===== src/rtl/rs_ooo_generic.sv =====
// rs_ooo_generic: parametrised reservation station with a collapsing age queue.
// Buffers renamed micro-ops from dispatch, snoops CDB_PORTS wakeup ports and
// issues one ready entry per cycle to its functional unit.
//
// Optional feature macro: RS_OOO_ISSUE_EN
//   defined   -> oldest ready slot anywhere in the queue issues
//   undefined -> only slot 0 may issue (strict in-order)
//
// Ports:
//   clk, reset          clock, synchronous active-high reset
//   valid_in, instr     dispatch request and micro-op payload
//   ready_in            station can accept an entry (registered count < DEPTH)
//   fu_rdy              functional unit accepts an issue this cycle
//   valid_out, data_out selected issuable entry (data_out all-zero when idle)
//   cdb_tag, cdb_valid  CDB wakeup broadcast ports
//   flush               discard every entry
//   count               occupied entries

package types_pkg;
  localparam int unsigned PREG_W = 7;
  localparam int unsigned XLEN   = 32;
  localparam int unsigned ROB_W  = 5;

  typedef struct packed {
    logic [XLEN-1:0]   pc;
    logic [6:0]        opcode;
    logic [PREG_W-1:0] prd;
    logic [PREG_W-1:0] pr1;
    logic              pr1_ready;
    logic [PREG_W-1:0] pr2;
    logic              pr2_ready;
    logic [ROB_W-1:0]  rob_index;
    logic [XLEN-1:0]   imm;
    logic [2:0]        func3;
    logic [6:0]        func7;
  } dispatch_pipeline_data;

  typedef struct packed {
    logic [XLEN-1:0]   pc;
    logic [6:0]        opcode;
    logic [PREG_W-1:0] prd;
    logic [PREG_W-1:0] pr1;
    logic              ps1_ready;
    logic [PREG_W-1:0] pr2;
    logic              ps2_ready;
    logic [ROB_W-1:0]  rob_index;
    logic [XLEN-1:0]   imm;
    logic [2:0]        func3;
    logic [6:0]        func7;
  } rs_data;
endpackage

module rs_ooo_generic #(
  parameter int unsigned DEPTH     = 8,
  parameter int unsigned CDB_PORTS = 3,
  parameter int unsigned PREG_W    = 7
) (
  input  logic                                 clk,
  input  logic                                 reset,
  input  logic                                 valid_in,
  input  types_pkg::dispatch_pipeline_data     instr,
  output logic                                 ready_in,
  input  logic                                 fu_rdy,
  output logic                                 valid_out,
  output types_pkg::rs_data                    data_out,
  input  logic [CDB_PORTS-1:0][PREG_W-1:0]     cdb_tag,
  input  logic [CDB_PORTS-1:0]                 cdb_valid,
  input  logic                                 flush,
  output logic [$clog2(DEPTH+1)-1:0]           count
);

  localparam int unsigned CNT_W = $clog2(DEPTH + 1);
  localparam int unsigned IDX_W = $clog2(DEPTH);

  types_pkg::rs_data slot_q   [DEPTH];
  types_pkg::rs_data slot_n   [DEPTH];
  types_pkg::rs_data slot_ext [DEPTH+1];  // slot_q plus an empty entry above the top

  logic [CNT_W-1:0] count_q;
  logic [CNT_W-1:0] count_n;
  logic [CNT_W-1:0] wr_ptr;
  logic [IDX_W-1:0] sel_idx;
  logic             sel_found;
  logic             do_issue;
  logic             do_dispatch;

  // True when any valid CDB port broadcasts the given tag this cycle.
  function automatic logic cdb_hit(input logic [PREG_W-1:0] tag);
    logic hit;
    hit = 1'b0;
    for (int k = 0; k < CDB_PORTS; k++) begin
      if (cdb_valid[k] && (cdb_tag[k] == tag)) hit = 1'b1;
    end
    return hit;
  endfunction

  assign ready_in    = (count_q < CNT_W'(DEPTH));
  assign count       = count_q;
  assign do_issue    = valid_out && fu_rdy;
  assign do_dispatch = valid_in && ready_in;

  // Select from registered state only: oldest ready slot, or slot 0 in-order.
  always_comb begin
    sel_found = 1'b0;
    sel_idx   = '0;
`ifdef RS_OOO_ISSUE_EN
    for (int i = DEPTH - 1; i >= 0; i--) begin
      if ((CNT_W'(i) < count_q) && slot_q[i].ps1_ready && slot_q[i].ps2_ready) begin
        sel_found = 1'b1;
        sel_idx   = IDX_W'(i);
      end
    end
`else
    if ((count_q != '0) && slot_q[0].ps1_ready && slot_q[0].ps2_ready) begin
      sel_found = 1'b1;
    end
`endif
    valid_out = sel_found;
    data_out  = sel_found ? slot_q[sel_idx] : '0;
  end

  // Next state: collapse above the issued slot, apply wakeups, append dispatch.
  always_comb begin
    for (int i = 0; i < DEPTH; i++) slot_ext[i] = slot_q[i];
    slot_ext[DEPTH] = '0;
    count_n = count_q + CNT_W'(do_dispatch) - CNT_W'(do_issue);
    wr_ptr  = count_q - CNT_W'(do_issue);

    for (int i = 0; i < DEPTH; i++) begin
      if (do_issue && (IDX_W'(i) >= sel_idx)) slot_n[i] = slot_ext[i+1];
      else                                    slot_n[i] = slot_ext[i];
      if (cdb_hit(slot_n[i].pr1)) slot_n[i].ps1_ready = 1'b1;
      if (cdb_hit(slot_n[i].pr2)) slot_n[i].ps2_ready = 1'b1;
    end

    if (do_dispatch) begin
      slot_n[IDX_W'(wr_ptr)].pc        = instr.pc;
      slot_n[IDX_W'(wr_ptr)].opcode    = instr.opcode;
      slot_n[IDX_W'(wr_ptr)].prd       = instr.prd;
      slot_n[IDX_W'(wr_ptr)].pr1       = instr.pr1;
      slot_n[IDX_W'(wr_ptr)].ps1_ready = instr.pr1_ready || cdb_hit(instr.pr1);
      slot_n[IDX_W'(wr_ptr)].pr2       = instr.pr2;
      slot_n[IDX_W'(wr_ptr)].ps2_ready = instr.pr2_ready || cdb_hit(instr.pr2);
      slot_n[IDX_W'(wr_ptr)].rob_index = instr.rob_index;
      slot_n[IDX_W'(wr_ptr)].imm       = instr.imm;
      slot_n[IDX_W'(wr_ptr)].func3     = instr.func3;
      slot_n[IDX_W'(wr_ptr)].func7     = instr.func7;
    end
  end

  // State register; reset and flush both empty the station.
  always_ff @(posedge clk) begin
    if (reset || flush) begin
      count_q <= '0;
      for (int i = 0; i < DEPTH; i++) slot_q[i] <= '0;
    end else begin
      count_q <= count_n;
      for (int i = 0; i < DEPTH; i++) slot_q[i] <= slot_n[i];
    end
  end

endmodule


===== config.mk =====
export PLATFORM = sky130hd
export DESIGN_NAME = rs_ooo_generic
export DESIGN_NICKNAME = d
export VERILOG_FILES = /design/src/rtl/rs_ooo_generic.sv
export SDC_FILE = /design/constraint.sdc
export NUM_CORES = 2
export LEC_CHECK = 0
export CAP_MARGIN = 5
export CORE_MARGIN = 3
export CORE_UTILIZATION = 60
export CTS_BUF_LIST = sky130_fd_sc_hd__clkbuf_4 sky130_fd_sc_hd__clkbuf_8
export DETAILED_ROUTE_END_ITERATION = 16
export HOLD_SLACK_MARGIN = 0.08
export PLACE_DENSITY = 0.89
export SYNTH_ARGS = -nofsm -noshare
export SYNTH_HDL_FRONTEND = slang
export SYNTH_SLANG_ARGS = --single-unit
export TNS_END_PERCENT = 20

===== constraint.sdc =====
create_clock -name clk -period 7.2 [get_ports clk]
set_clock_uncertainty 0.05 [all_clocks]
set_input_delay 0.72 -clock clk [delete_from_list [all_inputs] [get_ports clk]]
set_output_delay 0.72 -clock clk [all_outputs]
set_load 0.005 [all_outputs]

### Word level (Yosys, flattened, before mapping)

Memory sizes are Yosys's and may differ from the RTL's.
Cells that the tools add are included.

* register bits after elaboration: 4
* RAM bits: 872
* input port bits: 138
* output and inout port bits: 115
* logic and storage cells: 261
* memories: 1

Memory list
* slot_q: words 8, width 109, rd ports 8, clocked after Yosys merged registers in 0, wr ports 8, RTL line 75 `types_pkg::rs_data slot_q [DEPTH];`

* add/subtract/negate cells: 3
* $lt $le $gt $ge: 3
* eq/ne operators: 54
* mux-type cells: 127
* bitwise logic cells: 9
* reductions and logical operators: 63

Operator list (number)
* $bwmux 872: 11
* $demux 109 s3: 11
* $mux 109: 18
* $mux 872: 1
* $eq 7x7->1: 54
* $mux 77: 1
* $mux 1: 76
* $mux 70: 1
* $mux 63: 1
* $logic_and 1x1->1: 59
* $mux 56: 1
* $mux 55: 1
* $mux 48: 1
* $mux 47: 1
* $mux 42: 1
* $mux 10: 1
* $or 1x1->1: 8
* $mux 7: 1
* $add 4x1->4: 1
* $ge 4x4->1 const B: 1
* $lt 4x1->1 const B: 1
* $lt 4x4->1 const B: 1
* $not 3->4: 1
* $reduce_bool 4->1: 1
* 3 further kinds: 5

### Depth between registers and ports, before layout

* depth in word-level cells: 25
* gate-level depth with buffers: 16
* gate-level depth less buffers: 11

### Least setup slack after synthesis

No wires, ideal clock.

* kind: input to register
* from: input fu_rdy
* to: register count_q[2] (netlist: count[2])
* library setup time: 0.128 ns
* data arrival time: 2.785 ns
* data required time: 7.022 ns
* slack: 4.238 ns
* stages on the path: 13
* buffers on the path: 4
* path through: nand3_2 > nor2_4 > buf_6 > buf_2 > buf_2 > buf_1 > nand2_1 > nand2_1 > ha_1 > inv_1 > fa_1 > xor2_1 > nor2_1

* longest elaborated chain between the ends: 2

Ends and longest elaborated chain
* start: declaration: RTL line 63 `input logic fu_rdy,`
* $logic_and 1x1->1: RTL line 99 `assign do_issue = valid_out && fu_rdy;`
* $sub 4x1->4: RTL line 126 `count_n = count_q + CNT_W'(do_dispatch) - CNT_W'(do_issue);`
* end signal: assignment: RTL line 157 `count_q <= count_n;`
* end: declaration: RTL line 79 `logic [CNT_W-1:0] count_q;`

Every way passes these cells.
A chain may end at the register's enable or synchronous reset.

==> summary.md <==
| Metric | Value |
|---|---|
| Clock tree buffer depth | 3 |
| Post-synthesis sequential area ratio | around two fifths |
| Die Y | ~280 um |
| Post-Syn Area | ~46000 um2 |
| Ys async rst share | 0% |
| P_sw | between 2 and 3 mW |
| Lkg Pwr | 15.8 nW |
| Share of cells above drive strength 1 | just over 6% |
| CTS Buf Count | 145 |
| Max Clk Rate | 197 MHz |
| Main synth FF type | dfxtp_1 |
| Initial Utilization | 61.0% |
| Power Dens Cells | ~210 nW/um2 |
| Largest net degree at the start of global routing | 240 |
| Status | complete, no violations |
| Hold Buf Count CTS | 0 |
| Most common cell in the netlist | nand2_1 |
| P_int | between 7 and 8 mW |
| Gate Count Post-Synth | between 6k and 7k |
| Net switching fraction of the power | approximately a quarter |
| Antenna violations before repair | 12 |
| Fin crit period | between 5000 and 6000 ps |
| Gr usage total | 35.6% |
| DRC violations left | 0 |
| Clk_lat worst skew | between 800 and 900 ps |
| Post CTS Setup Buffer Count | 0 |
| Crit Path Category | reg -> out |
| Max-cap viol count | 0 |
| Arr. time, crit path | between 4000 and 5000 ps |
| Die area | a little under 80000 um2 |
| Mean area per synthesized cell | between 7 and 8 um2 |
| Unrepaired setup endpoints after global routing | no |
| CTS tree | yes |
| Worst slew margin relative to its limit | ~18% |
| Synth Register Bits | 876 |
| VDD IR max | between 0.1 and 0.15 mV |
| Clock Sinks | roughly 880 |
| Ports | about 250 |
| Post-detailed-route count of antenna-violating nets | 0 |
| CTS H-tree lvls | 4 |
| Reg clk slew, reported paths | ~70 ps |
| First-pass GRT wire length | roughly 230000 um |
| Synth cell count leaders | nand2_1, dfxtp_1, nor2_1, a311oi_1, clkbuf_1 |
| DRT Pass-1 Iters | 16 |
| Root Driver | clkbuf_8 |
| Synth cell types | 83 |
| Post-synth EDFFs | 0 |
| Post-route insts no fill | 6981 |
| Port Buf Inserts | ~250 |
| Routed WL | approximately 150000 um |
| Nets | ~6.0k |
| Clock network power share | approximately 46% |
| Largest area contributor in the netlist | dfxtp_1 |
| Net Count, Synth | ~6.3k |
| Max Slew Vio Count | 0 |
| Worst slew pin tran | approximately 1200 ps |
| Core box area | 74800 um2 |
| Period utilisation layout | 70.4% |
| Placer Congestion | 0.984 |
| Type of destination of the critical path | output port |
| Final Core Density | about 67% |
| Layout area overhead | 9.89% |
| Dpl cells | about 6.7k |
| Post-CTS Resized | 0 |
| Routed vias/inst | roughly 6.6 |
| Top post-synthesis cells by area | dfxtp_1, a311oi_1, nand2_1, nor2_1, clkbuf_1 |
| CP required | ~6400 ps |
| DR vias | 46.4k |
| YS warnings | 0 |
| Rows | 100 |
| # setup viols final | 0 |
| Fillers | slightly above 6k |
| CP Launch Type | flip-flop |
| Worst Path Max Fanout | between 100 and 150 |
| Flop pwr share | roughly 47% |
| Final hold vios | 0 |
| Chip width | 282 um |
| Synth top area share | around two fifths |
| Comb pwr share | ~7.6% |
| Avg WL per Cell | between 20 and 25 um |
| Worst hold slack | 400 ps |
| Dpl hpwl | just over 80000 um |
| Initial drt markers | ~7.0k |
| Worst Hold Class | reg -> reg |
| Setup_tns | 0 ps |
| Global route total overflow | 0 |
| Vias in the first global route | between 40k and 50k |
-- placed cells by master (no fill, tap or decap), drive strengths merged, types with 8 or more instances in the layout --
cell type	instances
o32ai	9
a22o	8
xnor2	150
a211oi	86
clkdlybuf4s50	250
mux2i	21
a22oi	16
or2	9
nand2	1538
a311oi	673
nand4	33
inv	85
a21oi	216
nor3	52
nand3	129
o2bb2ai	8
clkinv	19
and3	20
nor4	34
o21ai	73
a222oi	23
o22ai	41
o221ai	23
clkbuf	223
nor2	865
nor2b	11
a2111oi	22
dfxtp	876
and2	114
o2111ai	17
a31oi	36
a221oi	28
nand2b	17
o211ai	19
xor2	87
buf	74
diode	9
-- kinds of logic (layout without fill, tap and decap cells) --
logic type      Yosys count  count (layout)  synth area share [%]
xor+xnor                237             237                  4.55
buf+inv                 822             660                  7.77
simple gates           2850            2850                  25.6
flops                   876             876                  38.4
other cells               0               9                     0
compound gates         1353            1353                  23.0
mux                      21              21                 0.469
fa+ha+maj                 6               6                 0.181
-- final timing paths --
path / cells past startpoint / from / slack, ps / to
worst min-delay path: 2 / slot_q[1][367] / 400 / slot_q[1][258]
worst max-delay path: 6 / count[2] / 2130 / data_out[73]
worst min register to register: 2 / slot_q[1][367] / 400 / slot_q[1][258]
worst max register to register: 11 / count[2] / 2570 / slot_q[1][273]
-- critical path, cell delays in order, from the launching register on --
cell	delay, ps
dfxtp_1	450
inv_1	100
ha_1	220
or3b_1	770
and3_4	970
and2_1	270
clkdlybuf4s50_1	590
-- power by group through the flow --
stage	logic [mW]	clock network, mW	registers, mW
after global routing	0.835	5.08	4.94
after floorplan	0.503	0	5.02
after detailed placement	0.758	0	5.04
after CTS	0.763	4.85	4.94
final	0.800	4.81	4.94
after global placement	0.748	0	5.04
-- per-layer routing --
layer  wire, um  global-route usage [%]
met5         58                       0
met4       7960                    19.3
met3      17400                    9.50
met2      63100                    52.9
met1      58700                    47.4
-- area by class of cell --
| cell class | count | area (um2) | area share [%] |
|---|---|---|---|
| Timing Repair Buffer | 324 | 3220 | 6.41 |
| Inverter | 81 | 304 | 0.606 |
| Clock inverter | 32 | 384 | 0.766 |
| Antenna cell | 9 | 22.5 | 0.0449 |
| Sequential cell | 876 | 17500 | 35.0 |
| Clock buffer | 223 | 2800 | 5.59 |
| Multi-Input combinational cell | 4467 | 24700 | 49.2 |
| Tap cell | 969 | 1210 | 2.42 |
-- flip-flops by register name (all words and copies together), names as in the netlist --
signal  count
count       4
slot_q    872
-- through the flow --
stage	setup WS, ps	cell area, um2	power [mW]
CTS	2170	50100	10.5
detailed placement	2210	46900	5.80
floorplan	4240	45600	5.53
finish	2130	50100	10.6
global route	1970	50100	10.9
global placement	2390	46900	5.79
Power figures use the tool's default switching activity.
